===== config.mk =====
export PLATFORM = sky130hd
export DESIGN_NAME = pipe_stage_fifo
export DESIGN_NICKNAME = d
export VERILOG_FILES = /design/src/rtl/pipe_stage_pkg.sv /design/src/rtl/pipe_stage_mem.sv /design/src/rtl/pipe_stage_fifo.sv
export SDC_FILE = /design/constraint.sdc
export NUM_CORES = 1
export LEC_CHECK = 0
export ABC_AREA = 1
export BUFFER_PORTS_ARGS = -buffer_cell sky130_fd_sc_hd__buf_2
export CELL_PAD_IN_SITES_DETAIL_PLACEMENT = 2
export CELL_PAD_IN_SITES_GLOBAL_PLACEMENT = 2
export CORE_ASPECT_RATIO = 0.5
export CORE_MARGIN = 2
export CORE_UTILIZATION = 36
export CTS_BUF_LIST = sky130_fd_sc_hd__clkbuf_8
export DETAILED_ROUTE_END_ITERATION = 10
export PLACE_DENSITY_LB_ADDON = 0.1
export SLEW_MARGIN = 20
export SYNTH_ARGS = -nofsm -noshare
export SYNTH_HDL_FRONTEND = slang
export SYNTH_SLANG_ARGS = --single-unit

===== constraint.sdc =====
create_clock -name clk -period 23.5 [get_ports clk]
set_input_delay 4.7 -clock clk [delete_from_list [all_inputs] [get_ports clk]]
set_output_delay 4.7 -clock clk [all_outputs]
set_load 0.005 [all_outputs]

===== src/rtl/pipe_stage_pkg.sv =====
// rtl/pipe_stage_pkg.sv - shared sizing helpers and bubble convention for pipe_stage_fifo
package pipe_stage_pkg;

   // A bubble is an all-zero bundle; replicate this bit to the bundle width.
   localparam logic BUBBLE_BIT = 1'b0;

   function automatic int count_width(input int depth);
      return $clog2(depth + 1);
   endfunction

   function automatic bit depth_ok(input int depth);
      return (depth >= 2) && ((depth & (depth - 1)) == 0);
   endfunction

endpackage


===== src/rtl/pipe_stage_mem.sv =====
// rtl/pipe_stage_mem.sv - falling-edge register array, one write port, one async read port
module pipe_stage_mem
   import pipe_stage_pkg::*;
#(
   parameter int WIDTH = 256,
   parameter int DEPTH = 2,
   parameter int PW    = $clog2(DEPTH)
) (
   input  logic             clk,
   input  logic             wr_en,
   input  logic [PW-1:0]    wr_addr,
   input  logic [WIDTH-1:0] wr_data,
   input  logic [PW-1:0]    rd_addr,
   output logic [WIDTH-1:0] rd_data
);

   logic [WIDTH-1:0] mem_q [DEPTH];

   always_ff @(negedge clk) begin
      if (wr_en) begin
         mem_q[wr_addr] <= wr_data;
      end
   end

   assign rd_data = mem_q[rd_addr];

endmodule


===== src/rtl/pipe_stage_fifo.sv =====
// rtl/pipe_stage_fifo.sv - DEPTH-entry elastic pipeline stage, state on falling clk edge
// Optional same-cycle pass-through when empty: PIPE_STAGE_FIFO_BYPASS_EN.
module pipe_stage_fifo
   import pipe_stage_pkg::*;
#(
   parameter int WIDTH = 256,
   parameter int DEPTH = 2
) (
   input  logic                            clk,
   input  logic                            rst_n,
   input  logic                            flush,
   input  logic                            in_valid,
   output logic                            in_ready,
   input  logic [WIDTH-1:0]                in_data,
   output logic                            out_valid,
   input  logic                            out_ready,
   output logic [WIDTH-1:0]                out_data,
   output logic [count_width(DEPTH)-1:0]   count
);

   localparam int PW = $clog2(DEPTH);
   localparam int CW = count_width(DEPTH);

   if (!depth_ok(DEPTH)) begin : g_depth_check
      $error("pipe_stage_fifo: DEPTH must be a power of two and at least 2");
   end

   logic [PW-1:0]    wr_ptr_q, wr_ptr_d;
   logic [PW-1:0]    rd_ptr_q, rd_ptr_d;
   logic [CW-1:0]    count_q, count_d;
   logic [WIDTH-1:0] head_data;
   logic             full, empty, stored_valid;
   logic             push, pop, push_st, pop_st;

   assign full         = (count_q == CW'(DEPTH));
   assign empty        = (count_q == '0);
   assign stored_valid = !empty;
   assign in_ready     = !full;
   assign count        = count_q;
   assign push         = in_valid & in_ready;
   assign pop          = out_valid & out_ready;

`ifdef PIPE_STAGE_FIFO_BYPASS_EN
   // An empty stage forwards the incoming bundle; if it is consumed it never touches storage.
   assign out_valid = stored_valid | in_valid;
   assign out_data  = stored_valid ? head_data
                    : (in_valid ? in_data : {WIDTH{BUBBLE_BIT}});
   assign push_st   = push & ~(empty & out_ready);
   assign pop_st    = pop & stored_valid;
`else
   assign out_valid = stored_valid;
   assign out_data  = stored_valid ? head_data : {WIDTH{BUBBLE_BIT}};
   assign push_st   = push;
   assign pop_st    = pop;
`endif

   always_comb begin
      wr_ptr_d = wr_ptr_q;
      rd_ptr_d = rd_ptr_q;
      count_d  = count_q;
      if (flush) begin
         wr_ptr_d = '0;
         rd_ptr_d = '0;
         count_d  = '0;
      end else begin
         if (push_st) wr_ptr_d = wr_ptr_q + PW'(1);
         if (pop_st)  rd_ptr_d = rd_ptr_q + PW'(1);
         count_d = count_q + CW'(push_st) - CW'(pop_st);
      end
   end

   always_ff @(negedge clk or negedge rst_n) begin
      if (!rst_n) begin
         wr_ptr_q <= '0;
         rd_ptr_q <= '0;
         count_q  <= '0;
      end else begin
         wr_ptr_q <= wr_ptr_d;
         rd_ptr_q <= rd_ptr_d;
         count_q  <= count_d;
      end
   end

   pipe_stage_mem #(
      .WIDTH (WIDTH),
      .DEPTH (DEPTH),
      .PW    (PW)
   ) u_mem (
      .clk     (clk),
      .wr_en   (push_st & ~flush),
      .wr_addr (wr_ptr_q),
      .wr_data (in_data),
      .rd_addr (rd_ptr_q),
      .rd_data (head_data)
   );

endmodule


==> out/qor.csv, run 1 <==
metric,value,unit
Worst R2R Path Depth,6,
CP startpoint kind,flip-flop,
status,"finished, final reports clean",
Vias/cell,4.75,
Setup Viol. Count Final,0,
H-tree lvl count,3,
worst vdd rail ir drop,0.000113,V
Syn Std Cell Area,0.0194,mm2
CTS tree,done,
Post-Synth XOR/XNOR Area,0,%
critical path arrival,15.00,ns
drt drc,0,
mux contribution to synthesized area,0,%
fillers,5593,
die width,332,um
fin area,0.0259,mm2
clk buf depth,3,
total CTS buffers,83,
"Reg clk slew, reported paths",0.05,ns
worst path required time,18.80,ns
P_leak,12.3,nW
worst min path class,flip-flop to flip-flop,
Area Growth Syn to Fin,33.5,%
Comb power frac,26.1,%
Seq cells post-synth,516,
total track usage,23.0,%
RSZ-0062 raised after global routing,false,
Post-CTS Resized,0,
total core area,0.0535,mm2
Final nets,2709,
PortBufs,520,
initial antenna violation count,16,
# Post-CTS Setup Buffers,0,
layout cells sized above 1,25.5,%
clk root buf,clkbuf_8,
Routed Antenna Nets,0,
DRT iter0 DRCs,540,
Max Cap Viol,0,
DR WL/cell,20.3,um
Post-Syn Area per Cell,13.8,um2
type of the worst setup path,flip-flop to output port,
CP Capture Type,output port,
HPWL Detailed,36200,um
Worst Skew,0.0889,ns
first-pass GRT wire length,98000,um
pwr dens,116,mW/mm2
Hold Path End,count[1],
reg-to-reg endpoint,u_mem.mem_q[1][139],
Yosys warnings,0,
Mapped Nets,1666,
DP Area,0.0225,mm2
"Distinct cells, synth",16,
vias in the first global route,18700,
"Seq/Total Area, Yosys",79.8,%
area share of and/or/nand/nor cells after synthesis,10.3,%
Slew HR,28.6,%
die height,168,um
Hold Path Depth,3,
post-synthesis compound-gate area fraction,6.66,%
setup TNS,0,ns
Synth Area in Adders,0.129,%
worst skew pair latency,0.69,ns
global placer's final weighted congestion,0.749,
Least-Margin Pin Slew,1.07,ns
maximum number of pins on one net before global-route repair,206,
total vias in the final route,15300,
Core Rows,60,
GRT Residual Overflow,0,
R2R Setup Slk,20.58,ns
Reg-to-Reg Start,count[0],
Top Ports,521,
cells after synthesis,1403,
CTS sink cnt,516,
CP Max Fanout,176,
Internal,0.00182,W
clock network fraction of total power,36.3,%
sw power,0.00119,W
Reg power frac,37.6,%
WL final,65500,um
Max Slew Vio Count,0,
Final Hold Vio Count,0,
largest family of logic cells by synthesized area,simple AND/OR/NAND/NOR gates,
"Hold-fix buffers, CTS",0,
Initial Utilization,36.3,%
full die area,0.0558,mm2
drt pass-1 iters,5,
worst hold start,count[1],
switch share,39.5,%
-- worst max-delay path, stage by stage (launching register included) --
cell and delay [ns]:
dfrtn_1 0.41, clkinv_8 0.58, buf_4 0.84, nand2_1 0.11, a21oi_1 0.32, buf_2 0.18
-- stage by stage --
stage	std cells	hold slack (ns)	power (W)	worst slack (ns)	utilization, %
after floorplan	1403	0.539	0.00169	0.348	-
after global routing	3227	0.689	0.00327	3.54	48.4
after detailed placement	2563	0.627	0.00207	4.18	42.1
after CTS	3214	0.633	0.00310	3.51	48.3
final	3227	0.649	0.00301	3.80	48.4
after global placement	2563	0.570	0.00204	4.30	42.1
-- synthesized netlist by cell type --
master    instances  area (um2)
a21oi_1         257        1290
buf_2            39         195
buf_4            40         300
buf_6             4        45.0
clkbuf_1          2        7.51
clkinv_2          1        5.00
dfrtn_1           4         100
edfxtp_1        512       15400
ha_1              2        25.0
inv_1             9        33.8
nand2_1         521        1960
nand3_1           2        10.0
nor2_1            7        26.3
nor2_2            1        6.26
nor3_1            1        5.00
o21ai_0           1        5.00
-- worst max path at each step --
stage	slack [ns]	to	startpoint
floorplan	0.35	u_mem.mem_q[1][0]	in_valid
CTS	3.51	out_data[144]	rd_ptr_q
global placement	4.30	out_data[144]	rd_ptr_q
global route	3.54	out_data[144]	rd_ptr_q
detailed placement	4.18	out_data[144]	rd_ptr_q
finish	3.80	out_data[144]	rd_ptr_q
-- state kept, by name (all words and copies together) (netlist names) --
signal and count:
count 2, rd_ptr_q 1, u_mem.mem_q 512, wr_ptr_q 1
-- placed cells by master, fill, tap and decap left out, types with 2 or more instances in the layout --
cell type,synthesis,final
diode_2,0,13
dfrtn_1,4,4
nand2_1,521,521
edfxtp_1,512,512
buf_12,0,3
nor2_4,0,2
buf_2,39,520
ha_1,2,2
clkinvlp_2,0,13
inv_1,9,559
buf_4,40,8
nor2_1,7,6
clkbuf_8,0,85
clkinvlp_4,0,2
nand3_1,2,2
a21oi_1,257,257
-- layer usage --
metal  vias up  GRT usage (%)  part of all wire (%)
met2       483           44.2                    58
met1      7628           19.3                    33
met3       159           9.85                   5.4
met4         6           14.4                   3.6
li1       7061              -                     -
met5         -              0                 0.063
-- final cells by class --
type	instances	area, um2	share of cell area, %
antenna	13	32.5	0.126
clock buffer	85	1170	4.52
clock inverter	567	2180	8.42
inverter	9	46.3	0.179
multi-input combinational	792	3340	12.9
sequential	516	15500	59.8
tap	713	892	3.45
timing repair buffer	532	2730	10.6
-- power by group through the flow --
stage | Combinational (W) | Clock [W] | Sequential (W)
4_1_cts | 0.000809 | 0.00116 | 0.00113
5_1_grt | 0.000868 | 0.00126 | 0.00114
3_5_place_dp | 0.000794 | 0.000129 | 0.00114
6_report | 0.000787 | 0.00109 | 0.00113
2_1_floorplan | 0.000415 | 0.000129 | 0.00115
3_3_place_gp | 0.000773 | 0.000129 | 0.00114
-- kinds of logic (layout without fill, tap and decap cells) --
group | count (synthesis) | count (layout)
DFF | 516 | 516
buffers and inverters | 95 | 1193
other | 0 | 13
and+or+nand+nor | 532 | 532
adders and majority gates | 2 | 2
AOI/OAI and AO/OA | 258 | 258
Note: power is estimated with default switching activity, not from simulation.
==> run 2: changes to the inputs <==
==> constraint.sdc (replaced) <==
create_clock -name clk -period 18.5 [get_ports clk]
set_input_delay 3.7 -clock clk [delete_from_list [all_inputs] [get_ports clk]]
set_output_delay 3.7 -clock clk [all_outputs]
set_load 0.005 [all_outputs]
==> run 2 against run 1 <==
  * First-iteration DRC count is 20% higher
  * Final area is 0.54% higher
  * Sequential power is 27% higher
  * Critical endpoint is now out_data[124]
==> out/qor.csv, run 2 (same netlist as run 1, synthesis figures left out) <==
metric,value,unit,change
status,"finished, final reports clean",,
die width,332,um,unchanged
vias in the first global route,19100,,+2.0%
initial antenna violation count,22,,+6
sw power,0.00155,W,+30%
worst path required time,14.80,ns,-4.00 ns
Final Hold Vio Count,0,,unchanged
Worst Skew,0.116,ns,+0.0272 ns
Slew HR,32.1,%,+3.5 points
Reg-to-Reg Start,count[0],,
layout cells sized above 1,25.9,%,+0.48 points
Largest register FFs,512,,unchanged
Area Growth Syn to Fin,34.2,%,
type of the worst setup path,flip-flop to output port,,
"most common cell after layout, fill and taps aside",inv_1,,
Finished Core Util,48.7,%,+0.26 points
die height,168,um,unchanged
DP Area,0.0225,mm2,+0.16%
total track usage,23.3,%,+0.30 points
worst hold start,wr_ptr_q,,
DR WL/cell,21.1,um,+3.9%
"Hold-fix buffers, CTS",0,,unchanged
Initial Utilization,36.3,%,unchanged
global placer's final weighted congestion,0.745,,-0.57%
Top Ports,521,,unchanged
total core area,0.0535,mm2,unchanged
pwr dens,150,mW/mm2,+28%
Reg power frac,37.1,%,-0.5 points
Internal,0.00234,W,+28%
Post-CTS Resized,0,,unchanged
WL final,68400,um,+4.5%
full die area,0.0558,mm2,unchanged
clk root buf,clkbuf_8,,
# Post-CTS Setup Buffers,0,,unchanged
CP startpoint kind,flip-flop,,
Core Rows,60,,unchanged
drt pass-1 iters,4,,-1
total vias in the final route,15500,,+0.79%
Top reg by flops,u_mem.mem_q,,
CP Max Fanout,81,,-54%
total CTS buffers,84,,+1.2%
CP Capture Type,output port,,
Setup Viol. Count Final,0,,unchanged
Routed Antenna Nets,0,,unchanged
first-pass GRT wire length,99400,um,+1.4%
Final nets,2712,,+0.11%
worst min path class,flip-flop to flip-flop,,
fin area,0.0260,mm2,+0.54%
H-tree lvl count,3,,unchanged
worst vdd rail ir drop,0.000172,V,+53%
Worst Setup SP,rd_ptr_q,,
GRT Residual Overflow,0,,unchanged
CTS sink cnt,516,,unchanged
critical path arrival,12.65,ns,-2.35 ns
DRT iter0 DRCs,646,,+20%
Comb power frac,26.3,%,+0.2 points
worst skew pair latency,0.69,ns,about the same
PortBufs,520,,unchanged
"commonest non-fill, non-tap cells in the layout","inv_1, nand2_1, buf_2",,
Least-Margin Pin Slew,1.02,ns,-0.0524 ns
CTS tree,done,,
RSZ-0062 raised after global routing,false,,
"Reg clk slew, reported paths",0.05,ns,about the same
HPWL Detailed,37700,um,+4.2%
clock network fraction of total power,36.6,%,+0.3 points
Max Cap Viol,0,,unchanged
Vias/cell,4.77,,+0.29%
switch share,39.9,%,+0.38 points
maximum number of pins on one net before global-route repair,182,,-12%
Max Slew Vio Count,0,,unchanged
drt drc,0,,unchanged
P_leak,12.3,nW,about the same
clk buf depth,3,,unchanged
run 2: layer usage:
metal  vias up  part of all wire [%]  global-route usage (%)
met5         -                     0                       0
met4         0                   3.9                    16.7
met3       157                   4.8                    9.78
met2       489                    59                    44.7
met1      7725                    32                    19.0
li1       7087                     -                       -
run 2: power groups by stage:
stage / combinational (W) / clock [W] / sequential [W]
5_1_grt: 0.00112 / 0.00163 / 0.00145
6_report: 0.00102 / 0.00142 / 0.00144
3_3_place_gp: 0.000986 / 0.000164 / 0.00145
2_1_floorplan: 0.000529 / 0.000164 / 0.00146
3_5_place_dp: 0.00102 / 0.000164 / 0.00146
4_1_cts: 0.00104 / 0.00148 / 0.00144
run 2: metrics by stage:
stage                     setup slack (ns)  hold WS, ns  TNS, ns  instances  total power, W
after global placement                2.93        0.587        0       2564         0.00260
after floorplan                      -1.05        0.539  -267.91       1403         0.00215
after CTS                             2.08        0.650        0       3217         0.00397
final                                 2.15        0.638        0       3243         0.00389
after detailed placement              2.81        0.616        0       2564         0.00264
after global routing                  1.92        0.707        0       3240         0.00420
run 2: worst max-delay path, stage by stage, from the launching register on:
cell and delay (ns):
dfrtn_1 0.55, buf_4 0.67, buf_4 0.87, nand2_1 0.17, a21oi_1 0.28, buf_2 0.19
run 2: path summary, 6_finish.rpt:
check                                       to  slack, ns  cells past startpoint
min in group asynchronous             wr_ptr_q      12.05                      1
hold / removal                        wr_ptr_q       0.64                      4
hold reg to reg                       wr_ptr_q       0.64                      4
setup reg to reg           u_mem.mem_q[1][194]      15.59                      7
max in group asynchronous             count[0]       6.30                      1
setup / recovery                 out_data[124]       2.15                      5
run 2: layout make-up:
| type | count | area [um2] |
|---|---|---|
| Fill cell | 5610 | 27400 |
| Tap cell | 713 | 892 |
| Multi-Input combinational cell | 792 | 3360 |
| Inverter | 9 | 46.3 |
| Clock buffer | 89 | 1220 |
| Antenna cell | 25 | 62.6 |
| Sequential cell | 516 | 15500 |
| Timing Repair Buffer | 534 | 2780 |
| Clock inverter | 565 | 2170 |
==> run 3: changes to the inputs <==
--- a/config.mk
+++ b/config.mk
@@ -11,11 +11,12 @@
 export CELL_PAD_IN_SITES_GLOBAL_PLACEMENT = 2
 export CORE_ASPECT_RATIO = 0.5
 export CORE_MARGIN = 2
-export CORE_UTILIZATION = 36
+export CORE_UTILIZATION = 35
 export CTS_BUF_LIST = sky130_fd_sc_hd__clkbuf_8
 export DETAILED_ROUTE_END_ITERATION = 10
 export PLACE_DENSITY_LB_ADDON = 0.1
 export SLEW_MARGIN = 20
 export SYNTH_ARGS = -nofsm -noshare
 export SYNTH_HDL_FRONTEND = slang
+export SYNTH_HIERARCHICAL = 1
 export SYNTH_SLANG_ARGS = --single-unit
==> run 3 against run 2 <==
  * Clock power shrank 3%
  * Global-route usage shrank 2.0 points
  * Via count grew 10%
  * Combinational power grew 9.8%
  * Wire length shrank 0.51%
  * Total power grew 1.4%
  * Register-to-register slack gained 0.23 ns
  * Core utilization shrank 2.2 points
  * Clock skew shrank 0.012 ns
==> out/qor.csv, run 3 <==
metric,value,unit,change
CP Capture Type,output port,,
Final nets,3226,,+19%
largest cells by area after synthesis,"edfxtp_1, nand2_1, inv_1, nor2_1, buf_6",,
"Reg clk slew, reported paths",0.05,ns,about the same
DR WL/cell,17.7,um,-16%
list of most frequent post-synthesis cells,"nand2_1, edfxtp_1, inv_1",,
worst path required time,14.80,ns,about the same
CP startpoint kind,flip-flop,,
WL final,68000,um,-0.51%
total vias in the final route,17000,,+10%
Setup Viol. Count Final,0,,unchanged
initial antenna violation count,12,,-45%
Design Power,0.00394,W,+1.4%
Max Cap Viol,0,,unchanged
Largest register FFs,512,,unchanged
cells after synthesis,1917,,+37%
status,"finished, final reports clean",,
worst skew pair latency,0.69,ns,about the same
Synth async-reset ratio,0.775,%,unchanged
maximum number of pins on one net before global-route repair,164,,-9.9%
CTS tree,done,,
P_leak,14.8,nW,+20%
"commonest non-fill, non-tap cells in the layout","inv_1, nand2_1, buf_2",,
critical path arrival,12.37,ns,-0.28 ns
CTS sink cnt,516,,unchanged
"most common cell after layout, fill and taps aside",inv_1,,
Area Growth Syn to Fin,30.6,%,
vias in the first global route,19900,,+4.5%
die height,178,um,+5.8%
full die area,0.0626,mm2,+12%
Worst Skew,0.104,ns,-0.0117 ns
drt drc,0,,unchanged
H-tree lvl count,3,,unchanged
Core Rows,63,,+5.0%
die width,352,um,+5.9%
"area leader, netlist",edfxtp_1,,
Top reg by flops,u_mem/mem_q,,
drt pass-1 iters,4,,unchanged
Routed Antenna Nets,0,,unchanged
total CTS buffers,83,,-1.2%
Post-CTS Resized,0,,unchanged
"Distinct cells, synth",14,,-2
clk root buf,clkbuf_8,,
Max Slew Vio Count,0,,unchanged
setup slack after placement,3.09,ns,+0.276 ns
Top Ports,521,,unchanged
Initial Utilization,35.6,%,-0.70 points
top-count cell post-synth,nand2_1,,
setup TNS,0,ns,unchanged
top_reg_cell synth,edfxtp_1,,
total core area,0.0595,mm2,+11%
Yosys warnings,6,,+6
GRT Residual Overflow,0,,unchanged
Seq cells post-synth,516,,unchanged
Synth top area share,72.6,%,-6.7 points
worst vdd rail ir drop,0.000110,V,-36%
Syn Std Cell Area,0.0212,mm2,+9.2%
"Hold-fix buffers, CTS",0,,unchanged
Least-Margin Pin Slew,1.05,ns,+0.0342 ns
Mapped Nets,2180,,+31%
final setup margin,2.43,ns,+0.283 ns
RSZ-0062 raised after global routing,false,,
type of the worst setup path,flip-flop to output port,,
layout cells sized above 1,21.4,%,-4.6 points
"Seq/Total Area, Yosys",73.1,%,-6.7 points
worst min path class,flip-flop to flip-flop,,
global placer's final weighted congestion,0.720,,-3.3%
pwr dens,143,mW/mm2,-4.6%
Slew HR,29.8,%,-2.3 points
Post-Syn Area per Cell,11.0,um2,-20%
HPWL Detailed,38500,um,+2.1%
clk buf depth,3,,unchanged
Final Hold Vio Count,0,,unchanged
DRT iter0 DRCs,524,,-19%
Vias/cell,4.44,,-6.9%
PortBufs,520,,unchanged
total track usage,21.3,%,-2.0 points
"EDFF count, synth",512,,unchanged
first-pass GRT wire length,101000,um,+1.8%
# Post-CTS Setup Buffers,0,,unchanged
CP Max Fanout,158,,+95%
-- run 3: critical path, stage by stage (launching register included) --
cell and delay [ns]:
dfrtn_1 0.51, buf_4 0.53, buf_12 0.46, nand2_1 0.17
nand2_1 0.15, inv_1 0.06, nor2_1 0.09, buf_2 0.13
-- run 3: metrics by stage --
step | instance area, um2 | hold WS [ns] | std cells | utilization [%]
2_1_floorplan | 21200 | 0.453 | 1917 | -
3_3_place_gp | 24200 | 0.537 | 3178 | 40.7
3_5_place_dp | 24200 | 0.597 | 3178 | 40.7
4_1_cts | 27600 | 0.600 | 3830 | 46.4
5_1_grt | 27600 | 0.628 | 3838 | 46.4
6_report | 27600 | 0.602 | 3839 | 46.5
-- run 3: logic make-up (layout without fill, tap and decap cells) --
family / count (synthesis) / in the layout / synth area share, %
AOI/OAI and AO/OA: 1 / 1 / 0.0236
adders and majority gates: 2 / 2 / 0.118
buffers and inverters: 353 / 1455 / 8.15
DFF: 516 / 516 / 73.1
other: 0 / 8 / 0
and+or+nand+nor: 1045 / 1045 / 18.6
-- run 3: power breakdown --
part	switching [W]	total, W	internal [W]
Combinational	0.000762	0.00112	0.000362
Clock	0.000798	0.00138	0.000584
Sequential	0.0000280	0.00144	0.00141
Total	0.00159	0.00394	0.00236
-- run 3: routing by layer --
layer / vias to the layer above / track usage, % / part of all wire [%]
li1: 8089 / - / -
met1: 8365 / 18.8 / 33
met2: 434 / 41.4 / 59
met3: 137 / 7.41 / 4.5
met4: 6 / 12.8 / 3.3
met5: - / 0 / 0.054
-- run 3: final cells by class --
type                            count  area [um2]
Antenna cell                        8        20.0
Clock buffer                       84        1160
Clock inverter                    569        2200
Fill cell                        6529       31900
Inverter                          267        1010
Multi-Input combinational cell   1048        3970
Sequential cell                   516       15500
Tap cell                          812        1020
Timing Repair Buffer              535        2790
-- run 3: final timing paths --
check | start | to | slack [ns] | cells past startpoint
min in group asynchronous | rst_n | count[0] | 12.04 | 1
max reg2reg | count[0] | u_mem/mem_q[1][202] | 15.82 | 7
min | wr_ptr_q | wr_ptr_q | 0.60 | 3
max | rd_ptr_q | out_data[36] | 2.43 | 7
min reg2reg | wr_ptr_q | wr_ptr_q | 0.60 | 3
max in group asynchronous | rst_n | rd_ptr_q | 6.29 | 1
